`src/rtl/tt_sweep_pkg.sv`:
```
`default_nettype none
// tt_sweep_pkg: shared state encoding, counter width and table-bit mapping for the sweeper.
// Rev 1.0
package tt_sweep_pkg;

  localparam int CNT_W = 8;

  typedef enum logic [1:0] {
    IDLE   = 2'd0,
    SETTLE = 2'd1,
    SAMPLE = 2'd2,
    DONE   = 2'd3
  } state_t;

  // Vector 0 lands in the table MSB, matching the hex naming of the gate modules.
  function automatic int unsigned bit_pos(input int unsigned vec, input int unsigned n_in);
    return (32'd1 << n_in) - 32'd1 - vec;
  endfunction

endpackage
`default_nettype wire

```
`src/rtl/truth_table_sweeper_if.sv`:
```
`default_nettype none
// truth_table_sweeper_if: host-side handshake and result bus; expected/mismatch exist only
// with TT_SWEEP_COMPARE_EN. Rev 1.0
interface truth_table_sweeper_if #(
  parameter int N_IN = 3
);
  logic              start;
  logic              abort;
  logic              busy;
  logic              done;
  logic [2**N_IN-1:0] meas_table;
`ifdef TT_SWEEP_COMPARE_EN
  logic [2**N_IN-1:0] expected;
  logic              mismatch;

  modport master (output start, abort, expected, input busy, done, meas_table, mismatch);
  modport slave  (input start, abort, expected, output busy, done, meas_table, mismatch);
`else
  modport master (output start, abort, input busy, done, meas_table);
  modport slave  (input start, abort, output busy, done, meas_table);
`endif
endinterface
`default_nettype wire

```
`src/rtl/tt_settle_timer.sv`:
```
`default_nettype none
// tt_settle_timer: loadable up counter whose terminal flag marks the last settle cycle.
// Rev 1.0
module tt_settle_timer
  import tt_sweep_pkg::*;
#(
  parameter int LIMIT = 4
) (
  input  logic clk,
  input  logic rst,
  input  logic load,
  input  logic en,
  output logic term
);

  // term is raised in the LIMIT-th counting cycle so that LIMIT cycles are spent counting.
  localparam logic [CNT_W-1:0] TERM_VAL = (LIMIT == 0) ? '0 : CNT_W'(LIMIT - 1);

  logic [CNT_W-1:0] cnt;

  always_ff @(posedge clk or posedge rst) begin
    if (rst)       cnt <= '0;
    else if (load) cnt <= '0;
    else if (en)   cnt <= cnt + 1'b1;
  end

  assign term = (cnt == TERM_VAL);

endmodule
`default_nettype wire

```
`src/rtl/truth_table_sweeper.sv`:
```
`default_nettype none
// truth_table_sweeper: walks a gate through every input vector and assembles its truth table.
// Optional compare against a reference table: TT_SWEEP_COMPARE_EN. Rev 1.0
module truth_table_sweeper
  import tt_sweep_pkg::*;
#(
  parameter int N_IN          = 3,
  parameter int SETTLE_CYCLES = 4
) (
  input  logic                  clk,
  input  logic                  rst,
  truth_table_sweeper_if.slave  host,
  output logic [N_IN-1:0]       dut_in,
  input  logic                  dut_out
);

  localparam int            TW        = 2**N_IN;
  localparam logic [N_IN:0] VEC_LAST  = (N_IN+1)'(TW - 1);
  localparam bit            NO_SETTLE = (SETTLE_CYCLES == 0);

  state_t          state;
  state_t          state_nxt;
  logic [N_IN:0]   vec;
  logic [TW-1:0]   tbl;
  logic [TW-1:0]   tbl_nxt;
  logic [N_IN-1:0] pos;
  logic            settle_done;
  logic            last_vec;
  logic            accept;
  logic            capture;

  assign last_vec = (vec == VEC_LAST);
  assign accept   = (state == IDLE) && host.start;
  assign capture  = (state == SAMPLE) && !host.abort;
  assign pos      = N_IN'(bit_pos(32'(vec), N_IN));

  tt_settle_timer #(
    .LIMIT (SETTLE_CYCLES)
  ) u_timer (
    .clk  (clk),
    .rst  (rst),
    .load (state != SETTLE),
    .en   (state == SETTLE),
    .term (settle_done)
  );

  always_ff @(posedge clk or posedge rst) begin
    if (rst) state <= IDLE;
    else     state <= state_nxt;
  end

  always_comb begin
    state_nxt = state;
    unique case (state)
      IDLE:    if (host.start) state_nxt = NO_SETTLE ? SAMPLE : SETTLE;
      SETTLE:  if (host.abort) state_nxt = IDLE;
               else if (settle_done) state_nxt = SAMPLE;
      SAMPLE:  if (host.abort) state_nxt = IDLE;
               else if (last_vec) state_nxt = DONE;
               else state_nxt = NO_SETTLE ? SAMPLE : SETTLE;
      DONE:    state_nxt = IDLE;
      default: state_nxt = IDLE;
    endcase
  end

  always_comb begin
    host.busy = (state == SETTLE) || (state == SAMPLE);
    host.done = (state == DONE);
    dut_in    = host.busy ? vec[N_IN-1:0] : '0;
  end

  // Current sample merged into the table; also feeds the compare so mismatch is valid in DONE.
  always_comb begin
    tbl_nxt      = tbl;
    tbl_nxt[pos] = dut_out;
  end

  always_ff @(posedge clk or posedge rst) begin
    if (rst) begin
      vec <= '0;
      tbl <= '0;
    end else if (accept) begin
      vec <= '0;
      tbl <= '0;
    end else if (capture) begin
      tbl <= tbl_nxt;
      if (!last_vec) vec <= vec + 1'b1;
    end
  end

  assign host.meas_table = tbl;

`ifdef TT_SWEEP_COMPARE_EN
  logic mismatch_q;

  always_ff @(posedge clk or posedge rst) begin
    if (rst)                       mismatch_q <= 1'b0;
    else if (accept)               mismatch_q <= 1'b0;
    else if (capture && last_vec)  mismatch_q <= (tbl_nxt != host.expected);
  end

  assign host.mismatch = mismatch_q;
`endif

endmodule
`default_nettype wire

```
`src/flat_wrapper.sv`:
```
// flat-port wrapper written by rule: the top's interface ports become plain ports
module truth_table_sweeper_flat import tt_sweep_pkg::*;
#(
  parameter int N_IN          = 3,
  parameter int SETTLE_CYCLES = 4
)
  (clk, rst, dut_in, dut_out, host_start, host_abort, host_busy, host_done, host_meas_table);
  truth_table_sweeper_if #(.N_IN(N_IN)) host_i ();
  input  logic clk;
  input  logic rst;
  output logic [N_IN-1:0] dut_in;
  input  logic dut_out;
  input wire logic [$bits(host_i.start)-1:0] host_start;
  input wire logic [$bits(host_i.abort)-1:0] host_abort;
  output wire logic [$bits(host_i.busy)-1:0] host_busy;
  output wire logic [$bits(host_i.done)-1:0] host_done;
  output wire logic [$bits(host_i.meas_table)-1:0] host_meas_table;
  assign host_i.start = host_start;
  assign host_i.abort = host_abort;
  assign host_busy = host_i.busy;
  assign host_done = host_i.done;
  assign host_meas_table = host_i.meas_table;
  truth_table_sweeper #(.N_IN(N_IN), .SETTLE_CYCLES(SETTLE_CYCLES)) u_core (.clk(clk), .rst(rst), .host(host_i), .dut_in(dut_in), .dut_out(dut_out));
endmodule
```
`config.mk`:
```
export PLATFORM = sky130hd
export DESIGN_NAME = truth_table_sweeper_flat
export DESIGN_NICKNAME = d
export VERILOG_FILES = /design/src/rtl/tt_sweep_pkg.sv /design/src/rtl/truth_table_sweeper_if.sv /design/src/rtl/tt_settle_timer.sv /design/src/rtl/truth_table_sweeper.sv /design/src/flat_wrapper.sv
export SDC_FILE = /design/constraint.sdc
export NUM_CORES = 1
export LEC_CHECK = 0
export CAP_MARGIN = 0
export CELL_PAD_IN_SITES_DETAIL_PLACEMENT = 0
export CELL_PAD_IN_SITES_GLOBAL_PLACEMENT = 1
export CORE_ASPECT_RATIO = 0.7
export CORE_MARGIN = 1.5
export CORE_UTILIZATION = 36
export DETAILED_ROUTE_END_ITERATION = 10
export PLACE_DENSITY = 0.76
export SYNTH_ARGS = -nofsm -noshare
export SYNTH_HDL_FRONTEND = slang
export SYNTH_SLANG_ARGS = --single-unit
```
`constraint.sdc`:
```
create_clock -name clk -period 1.5 [get_ports clk]
set_clock_uncertainty 0.1 [all_clocks]
set_input_delay 0.225 -clock clk [delete_from_list [all_inputs] [get_ports clk]]
set_output_delay 0.225 -clock clk [all_outputs]
set_load 0.02 [all_outputs]
```
==> impl_metrics.json, run 1 <==
{
  "status": "complete, but fails checks",
  "violations": "negative setup slack",
  "drc_errors": 0,
  "power_density_nw_per_um2": 1049,
  "arrival_ps": 1750,
  "avgRoutedWirePerCell_um": 13.71,
  "drive_above_1_share_pct": 32.26,
  "post-route-util_pct": 57.02,
  "finalNetCount": 169,
  "dpl.cell_count": 186,
  "drv_cap": 0,
  "final_cell_mix": "dfrtp_1, nor2_1, buf_4",
  "numCtsBuffers": 3,
  "routed_via_density": 5.094,
  "tns_ps": -1556,
  "cp.required_ps": 1540,
  "groute.usage.overall_pct": 16.38,
  "cts_num_sinks": 22,
  "grt_pass1_wl_um": 4560,
  "ctsHoldBuffers": 0,
  "root_buffer": "clkbuf_8",
  "post-dp-hpwl_um": 1812,
  "max_freq_mhz": 586.5,
  "grt_setup_unrepaired": "yes",
  "start_util_pct": 39.38,
  "cts_tree": "done",
  "gp_congestion": 0.8235,
  "timing.final.ws_setup_ps": -205.0,
  "finalHoldViolCount": 0,
  "ys.flop_type": "dfrtp_1",
  "cts.path.max_buffers": 2,
  "grt_pass1_vias": 943,
  "setup_violations": 17,
  "critPathKind": "register to register",
  "ir_drop_mv": 0.6412,
  "ant_nets": 0,
  "dr.pass1.iters": 4,
  "crit_path_start_kind": "register",
  "io_buffers": 17,
  "insertion_delay_ps": 260,
  "drv_slew": 0,
  "place_area_um2": 1531,
  "io_pins": 18,
  "synth.largest_area_cell": "dfrtp_1",
  "routed_wirelength_um": 2619,
  "crit_path_end_kind": "register",
  "synth_area_leaders": "dfrtp_1, ha_1, nor2_1",
  "slew_headroom_pct": 74.79,
  "clk_pin_slew_ps": 80,
  "dieArea_um2": 3551,
  "grt.overflow.total": 0,
  "syn_nets": 129,
  "syn_avg_cell_area_um2": 9.838,
  "num_rows": 16,
  "postSynth.asyncResetShare_pct": 100.0,
  "htree_levels": 1,
  "num_vias": 973,
  "antenna_found_initial": 0,
  "synth_edf_count": 0,
  "yosys_warnings": 0,
  "synth_seq_cells": 22,
  "drtIter0Drc": 48,
  "post_synth_num_cell_types": 24,
  "instances_no_fill": 191,
  "syn2layout_area_growth_pct": 44.78,
  "chipWidth_um": 70.59,
  "post-place-ws_ps": -258.9,
  "fin_area_um2": 1667,
  "design.core.area_um2": 2923,
  "fin_crit_ps": 1705,
  "synth_area_um2": 1151,
  "hold_class": "input port to async pin",
  "synth_sequential_area_ratio_pct": 47.83,
  "die_y_um": 50.31,
  "diodes": 0,
  "syn-instance-count": 117,
  "p_leak_nw": 0.8071,
  "fin_crit_sh_pct": 113.7,
  "crit_fanout": 2,
  "final_common_cell": "dfrtp_1",
  "grt_start_max_net_pins": 23,
  "synth_top_cell_area_share_pct": 47.83,
  "tightest_slew_ps": 377.3
}
[area by class of cell]
cell class	count	area, um^2
Fill cell	260	1256
Multi-Input combinational cell	86	661.9
Sequential cell	22	550.5
Timing Repair Buffer	39	349.1
Tap cell	36	45.04
Clock buffer	3	41.29
Inverter	5	18.77
[critical path: stages (launching register included)]
cell	delay, ps
dfrtp_1	360
ha_2	180
or4b_4	470
nor4_4	200
o32ai_2	140
mux2i_1	130
[registers in the layout (all words and copies together) (netlist names)]
register,flops
u_core.u_timer.cnt,8
u_core.state,2
u_core.vec,4
u_core.host.meas_table,8
[logic make-up (layout without fill, tap and decap cells)]
group	count (synthesis)	after routing	share of synthesized area [%]
adder cells (fa/ha/maj)	7	7	7.608
buffers and inverters	9	47	2.935
multiplexers	7	7	6.087
XOR/XNOR	7	7	5.326
AND/OR/NAND/NOR	54	54	24.78
AO/OA/AOI/OAI	11	11	5.435
flip-flops	22	22	47.83
[synth_stat cells (5+ instances only)]
library cell / instances
nand2_1: 7
and2_1: 5
dfrtp_1: 22
nor2_1: 19
nand3_1: 7
a21oi_1: 6
mux2i_1: 7
ha_1: 7
xor2_1: 5
inv_1: 5
[metrics by stage]
step / power (mW) / hold WS [ps]
6_report: 1.749 / 192.4
5_1_grt: 1.853 / 229.4
4_1_cts: 1.724 / 205.6
3_5_place_dp: 1.273 / 411.5
3_3_place_gp: 1.254 / 406.0
2_1_floorplan: 0.9752 / 114.2
[per-layer routing]
metal / part of all wire [%] / vias to the layer above / global-route usage, %
met3: 5.8 / 2 / 4.418
li1: - / 472 / -
met2: 40 / 36 / 22.96
met5: 0 / - / 0
met1: 54 / 463 / 25.03
met4: 0.42 / 0 / 3.774
[repair_timing]
item	in CTS	in global routing
buffers inserted	2	0
gates resized for setup	50	7
pin swaps	11	5
endpoints found under the setup margin	26	18
hold endpoints to repair	0	0
[final timing paths]
kind,endpoint,start,cells past startpoint,slack [ps]
max,u_core.state[0],u_core.u_timer.cnt[1],5,-210
min,u_core.u_timer.cnt[4],rst,3,190
max reg2reg,u_core.state[0],u_core.u_timer.cnt[1],5,-210
min reg2reg,u_core.host.meas_table[5],u_core.host.meas_table[5],2,420
max in group asynchronous,u_core.host.meas_table[4],rst,3,880
min in group clk,u_core.host.meas_table[5],u_core.host.meas_table[5],2,420
[where the power goes]
group / switching (mW) / internal, mW
Sequential: 0.0317 / 0.643
Clock: 0.188 / 0.179
Combinational: 0.347 / 0.360
(Power assumes the default switching activity.)
==> run 2, diff against run 1 <==
--- a/config.mk
+++ b/config.mk
@@ -10,9 +10,10 @@
 export CELL_PAD_IN_SITES_GLOBAL_PLACEMENT = 1
 export CORE_ASPECT_RATIO = 0.7
 export CORE_MARGIN = 1.5
-export CORE_UTILIZATION = 36
+export CORE_UTILIZATION = 35
+export CTS_CLUSTER_DIAMETER = 80
 export DETAILED_ROUTE_END_ITERATION = 10
-export PLACE_DENSITY = 0.76
+export PLACE_DENSITY = 0.75
 export SYNTH_ARGS = -nofsm -noshare
 export SYNTH_HDL_FRONTEND = slang
 export SYNTH_SLANG_ARGS = --single-unit
==> impl_metrics.json, run 2 (synthesis gave the netlist of run 1 again) <==
{
  "drv_slew": 0,
  "drive_above_1_share_pct": 34.59,
  "place_area_um2": 1534,
  "ff_latch_area_um2": 550.5,
  "ant_nets": 0,
  "design.core.area_um2": 3148,
  "crit_path_end_kind": "register",
  "drv_cap": 0,
  "tightest_slew_ps": 325.7,
  "cp.required_ps": 1540,
  "power_density_nw_per_um2": 1057,
  "syn2layout_area_growth_pct": 48.04,
  "dr.pass1.iters": 6,
  "n_fill_cell": 278,
  "root_buffer": "clkbuf_8",
  "grt_start_max_net_pins": 23,
  "hold_class": "input port to async pin",
  "critPathKind": "register to register",
  "final_common_cell": "dfrtp_1",
  "crit_start": "u_core.u_timer.cnt[1]",
  "gp_congestion": 0.7874,
  "tns_ps": -1660,
  "power.total_mw": 1.801,
  "routed_wirelength_um": 2561,
  "reg2reg_from": "u_core.u_timer.cnt[1]",
  "arrival_ps": 1740,
  "chipWidth_um": 71.55,
  "fin_crit_sh_pct": 113.4,
  "final_cell_mix": "dfrtp_1, buf_4, nor2_1",
  "groute.usage.overall_pct": 14.73,
  "ir_drop_mv": 0.6143,
  "avgRoutedWirePerCell_um": 13.00,
  "grt_setup_unrepaired": "yes",
  "finalHoldViolCount": 0,
  "slew_headroom_pct": 78.28,
  "reg2reg_setup_slack_ps": -200,
  "fin_crit_ps": 1701,
  "routed_via_density": 4.893,
  "drtIter0Drc": 38,
  "clk_pin_slew_ps": 80,
  "insertion_delay_ps": 260,
  "grt_pass1_vias": 930,
  "grt_pass1_wl_um": 4112,
  "numCtsBuffers": 3,
  "drc_errors": 0,
  "finalNetCount": 173,
  "die_y_um": 50.98,
  "cts_tree": "done",
  "htree_levels": 1,
  "setup_violations": 16,
  "io_buffers": 17,
  "violations": "negative setup slack",
  "timing.final.ws_setup_ps": -201.4,
  "grt.overflow.total": 0,
  "num_rows": 17,
  "fin_area_um2": 1704,
  "status": "complete, but fails checks",
  "crit_fanout": 2,
  "reg2reg_to": "u_core.state[0]",
  "crit_path_start_kind": "register",
  "p_leak_nw": 0.8304,
  "num_vias": 964,
  "reg2reg_depth": 5,
  "diodes": 0,
  "dieArea_um2": 3647,
  "multi_input_area_um2": 663.1,
  "io_pins": 18,
  "cts_num_sinks": 22,
  "cts.path.max_buffers": 2,
  "post-dp-hpwl_um": 1789,
  "max_freq_mhz": 587.7,
  "start_util_pct": 36.57,
  "antenna_found_initial": 0
}
-- run 2: cell types whose count changed in the layout (fill, tap and decap cells not counted), moves of 2 or more --
cell,before,now
a21oi_2,2,0
o21ai_2,0,2
buf_4,18,21
o21ai_1,2,0
a21oi_1,4,6
-- run 2: how the worst max path moves through the flow --
stage                      endpoint  slack, ps
global route        u_core.state[0]       -270
global placement    u_core.state[0]       -240
floorplan           u_core.state[0]       -150
finish              u_core.state[0]       -200
detailed placement        dut_in[0]       -270
CTS                       dut_in[2]       -240
-- run 2: critical path, stage by stage, from the launching register on --
cell	delay, ps
dfrtp_1	360
ha_2	180
or4b_4	470
nor4_4	200
o32ai_2	150
mux2i_1	130
-- run 2: per-stage QoR --
step,cells,setup WS [ps],util [%],hold slack [ps]
floorplan,117,-146.4,-,114.2
global route,197,-274.5,54.13,230.1
detailed placement,188,-266.6,48.73,410.3
global placement,188,-238.5,48.73,402.4
CTS,191,-240.8,50.64,202.0
finish,197,-201.4,54.13,195.3
-- run 2: cell type report --
class,instances,share of cell area [%]
Sequential cell,22,32.31
Timing Repair Buffer,43,22.47
Multi-Input combinational cell,86,38.91
Clock buffer,3,2.423
Inverter,5,1.101
Tap cell,38,2.790
-- run 2: routing by layer --
layer | up-vias | GRT usage, % | wire length, um
li1 | 478 | - | -
met1 | 463 | 19.11 | 1232
met2 | 21 | 24.30 | 1188
met3 | 2 | 4.931 | 125
met4 | 0 | 2.830 | 14
met5 | - | 0 | 0
-- run 2: power breakdown --
part	internal [mW]	leakage (nW)	switching (mW)
Sequential	0.644	0.303	0.0333
Clock	0.179	0.0216	0.178
Combinational	0.411	0.506	0.356
Total	1.23	0.830	0.567
-- run 2: timing repair --
item / 4_1_cts / 5_1_grt
resized for setup: 36 / 22
endpoints found under the setup margin: 26 / 16
buffers inserted: 0 / 6
pin swaps: 6 / 9
cloned: 0 / 0
hold buffers: 0 / 0
==> patch 1: new RTL, config.mk and constraints of run 1 <==
The 4 states of `state_t` get a Gray code encoding in 2 bits.
--- a/src/rtl/tt_sweep_pkg.sv
+++ b/src/rtl/tt_sweep_pkg.sv
@@ -6,10 +6,10 @@
   localparam int CNT_W = 8;
 
   typedef enum logic [1:0] {
-    IDLE   = 2'd0,
-    SETTLE = 2'd1,
-    SAMPLE = 2'd2,
-    DONE   = 2'd3
+    IDLE   = 2'b00,
+    SETTLE = 2'b01,
+    SAMPLE = 2'b11,
+    DONE   = 2'b10
   } state_t;
 
   // Vector 0 lands in the table MSB, matching the hex naming of the gate modules.
Check against the original RTL: same outputs for any inputs over 10 cycles, from zero or initial values and one cycle with rst high; not proved beyond that.
==> patch 1 against run 1 <==
The flow still finishes with violations (negative setup slack); total power is 0.31% higher; worst hold slack lost 0.0039 ns; first-iteration DRC count is 38% higher; critical path type unchanged; sequential share of layout area is 2.1 points higher; cell area down 5.5%; non-clock buffer count is the same; wire length up 1.3%; synthesized area down 4.3%; synthesized cell count is 8.5% lower; sequential cell count is the same; sequential power rose by 5.8%; worst setup slack improved by 0.18 ns.
==> patch 1: results <==
[run_status]
outcome = "finished with violations"
violations = "negative setup slack"

[grt]
grt_first_pass_wirelength_mm = 4.51
met2_usage_pct = 25.3
grt_pass1_vias = 925

[timing]
setup_ws_ns = -0.0281
finalSetupTns_ns = -0.153
setup-violations-final = 9
max_slew.worst_pin.slew_ns = 0.283
timing.hold.ws_ns = 0.189

[placement]
hpwl_mm = 1.82
gp_congestion = 0.805

[synth]
ys_seq_area_share_pct = 50.0
synth_nets = 114
synth_cell_types = 34
synthMuxAreaShare_pct = 3.64
avgSynthCellArea_um2 = 10.3
synth_compound_area_share_pct = 15.5
synthXorXnorAreaFrac_pct = 2.39

[worst_setup_path]
startpoint = "u_core.state[0]"
crit_path_max_fanout = 6
worstPathArrival_ns = 1.57
crit_path_end = "u_core.host.meas_table[4]"

[pwr]
power_clock_w = 0.000557
p_leak_nw = 0.749
combPwrFrac_pct = 27.6
internal_power_w = 0.00126

[drt]
routedWlPerCell_um = 14.7
routed_wl_mm = 2.65
drtIter0Drc = 66

[clock_network]
cts_resized = 27
post_cts_buffers = 4

[layout]
fillerInstances = 255
nets = 152
-- patch 1: cell count changes in the layout (fill, tap and decap cells not counted), sizes merged, moves of 4 or more --
cell    change
buf         -5
ha          -5
nor2       -13
nor3b       -4
o211ai      +6
o31ai       +6
-- patch 1: metrics by stage --
step           total power, W  setup slack [ns]
2_1_floorplan        0.000942           0.00137
3_3_place_gp          0.00109            -0.169
3_5_place_dp          0.00109            -0.239
4_1_cts               0.00172           -0.0267
5_1_grt               0.00185           -0.0921
6_report              0.00175           -0.0281
-- patch 1: final cells by class --
cell class,count,share of cell area [%]
multi-input cells,75,35.5
flip-flops and latches,22,35.1
repair buffers,39,21.0
well taps,36,2.86
clock buffers,3,2.62
clock inverters,1,1.91
inverters,4,0.953
-- patch 1: logic make-up after synthesis --
kind of cell,count (synthesis)
adders and majority gates,2
xor gates and xnor gates,3
muxes,4
and+or+nand+nor,41
DFF,22
AOI/OAI and AO/OA,25
buffers and inverters,10
==> patch 2: new RTL, config.mk and constraints of run 1 <==
Without the edit above. `N_IN` is set to 3 in 3 places; all go to 5.
--- a/src/rtl/truth_table_sweeper_if.sv
+++ b/src/rtl/truth_table_sweeper_if.sv
@@ -2,7 +2,7 @@
 // truth_table_sweeper_if: host-side handshake and result bus; expected/mismatch exist only
 // with TT_SWEEP_COMPARE_EN. Rev 1.0
 interface truth_table_sweeper_if #(
-  parameter int N_IN = 3
+  parameter int N_IN = 5
 );
   logic              start;
   logic              abort;
--- a/src/rtl/truth_table_sweeper.sv
+++ b/src/rtl/truth_table_sweeper.sv
@@ -4,7 +4,7 @@
 module truth_table_sweeper
   import tt_sweep_pkg::*;
 #(
-  parameter int N_IN          = 3,
+  parameter int N_IN          = 5,
   parameter int SETTLE_CYCLES = 4
 ) (
   input  logic                  clk,
--- a/src/flat_wrapper.sv
+++ b/src/flat_wrapper.sv
@@ -1,7 +1,7 @@
 // flat-port wrapper written by rule: the top's interface ports become plain ports
 module truth_table_sweeper_flat import tt_sweep_pkg::*;
 #(
-  parameter int N_IN          = 3,
+  parameter int N_IN          = 5,
   parameter int SETTLE_CYCLES = 4
 )
   (clk, rst, dut_in, dut_out, host_start, host_abort, host_busy, host_done, host_meas_table);
Ports: changed (resized dut_in and host_meas_table); port bits go from 18 to 44. No check against the original RTL was run, so the function may have changed too.
==> patch 2 against run 1 <==
The run still ends with negative setup slack left; wire length grew to 2.7 times the old value; worst setup slack better by 0.066 ns; total power is 82% higher; cell area is 130% higher; maximum frequency is 4.0% higher; critical path type is now register to output port; synthesized area is 120% higher; sequential share of layout area is 2.1 points lower; sequential cell count is 26 higher.
==> patch 2: results <==
[worst_setup_path]
crit_path_max_fanout = 6
startpoint = "u_core.state[1]"
cpPeakStageDelay_ns = 0.38
critPathSlowestCell = "dfrtp_1"
reg2reg_to = "u_core.host.meas_table[4]"
crit_path_end = "dut_in[0]"
cp_top_family = "flip-flops"
rr_worst_depth = 9

[layout]
fillerInstances = 628
comb.multi_input.count = 210
num-nonclk-inverters = 6
n_clock_buffer = 7
multi_input_area_share_pct = 39.4
seq_share_pct = 30.9
n_all_buffers = 96
clk_share_pct = 2.41
drive_gt1_share_pct = 38.9
layout.nonclk_buf_share_pct = 23.7

[clock_network]
cts_max_level = 2

[synth]
ys_seq_area_share_pct = 47.5
synth_seq_cells = 48
synthTopCellsByArea = "dfrtp_1 48%, a21oi_1 6.5%, nand2_1 6.5%"
syn_inst = 278

[pwr]
pwr-share-seq_pct = 43.3
p_leak_nw = 1.77
power_w = 0.00318
peakVddDrop_v = 0.000401
combPwrFrac_pct = 30.9

[drt]
wirelength_met1_mm = 3.48
vias = 2287
drtIter0Drc = 88
wl_met3_um = 250
vias_per_cell = 4.95

[grt]
grt_first_pass_wirelength_mm = 11.0
track_usage_pct = 19.2
met2_usage_pct = 29.2
grt_pass1_vias = 2213

[timing]
setup-violations-final = 46
finalSetupTns_ns = -3.32
setup_ws_ns = -0.139
slew-limit-headroom_pct = 71.0

[placement]
hpwl_mm = 4.39
gp_congestion = 0.777
dp.cells = 443

[run_status]
outcome = "finished with violations"
violations = "negative setup slack"
==> patch 2: logic make-up (layout without fill, tap and decap cells) <==
logic type,after synthesis,in the layout,synth area share (%)
xor gates and xnor gates,8,8,2.77
adders and majority gates,10,10,4.95
DFF,48,48,47.5
and+or+nand+nor,132,133,26.9
buffers and inverters,21,110,3.96
muxes,4,4,1.63
AOI/OAI and AO/OA,55,55,12.3
==> patch 2: through the flow <==
step                      hold slack (ns)  util [%]
after floorplan                     0.267         -
after global placement              0.344      50.6
after detailed placement            0.360      50.6
after CTS                           0.175      53.3
after global routing                0.181      57.6
final                               0.167      57.6
==> patch 2: timing repair <==
| item | CTS | global route |
|---|---|---|
| hold buffers | 0 | 0 |
| gates resized for setup | 101 | 75 |
| pin swaps | 6 | 31 |
| endpoints found under the setup margin | 57 | 46 |
| setup buffers | 1 | 9 |
| gates cloned | 1 | 1 |
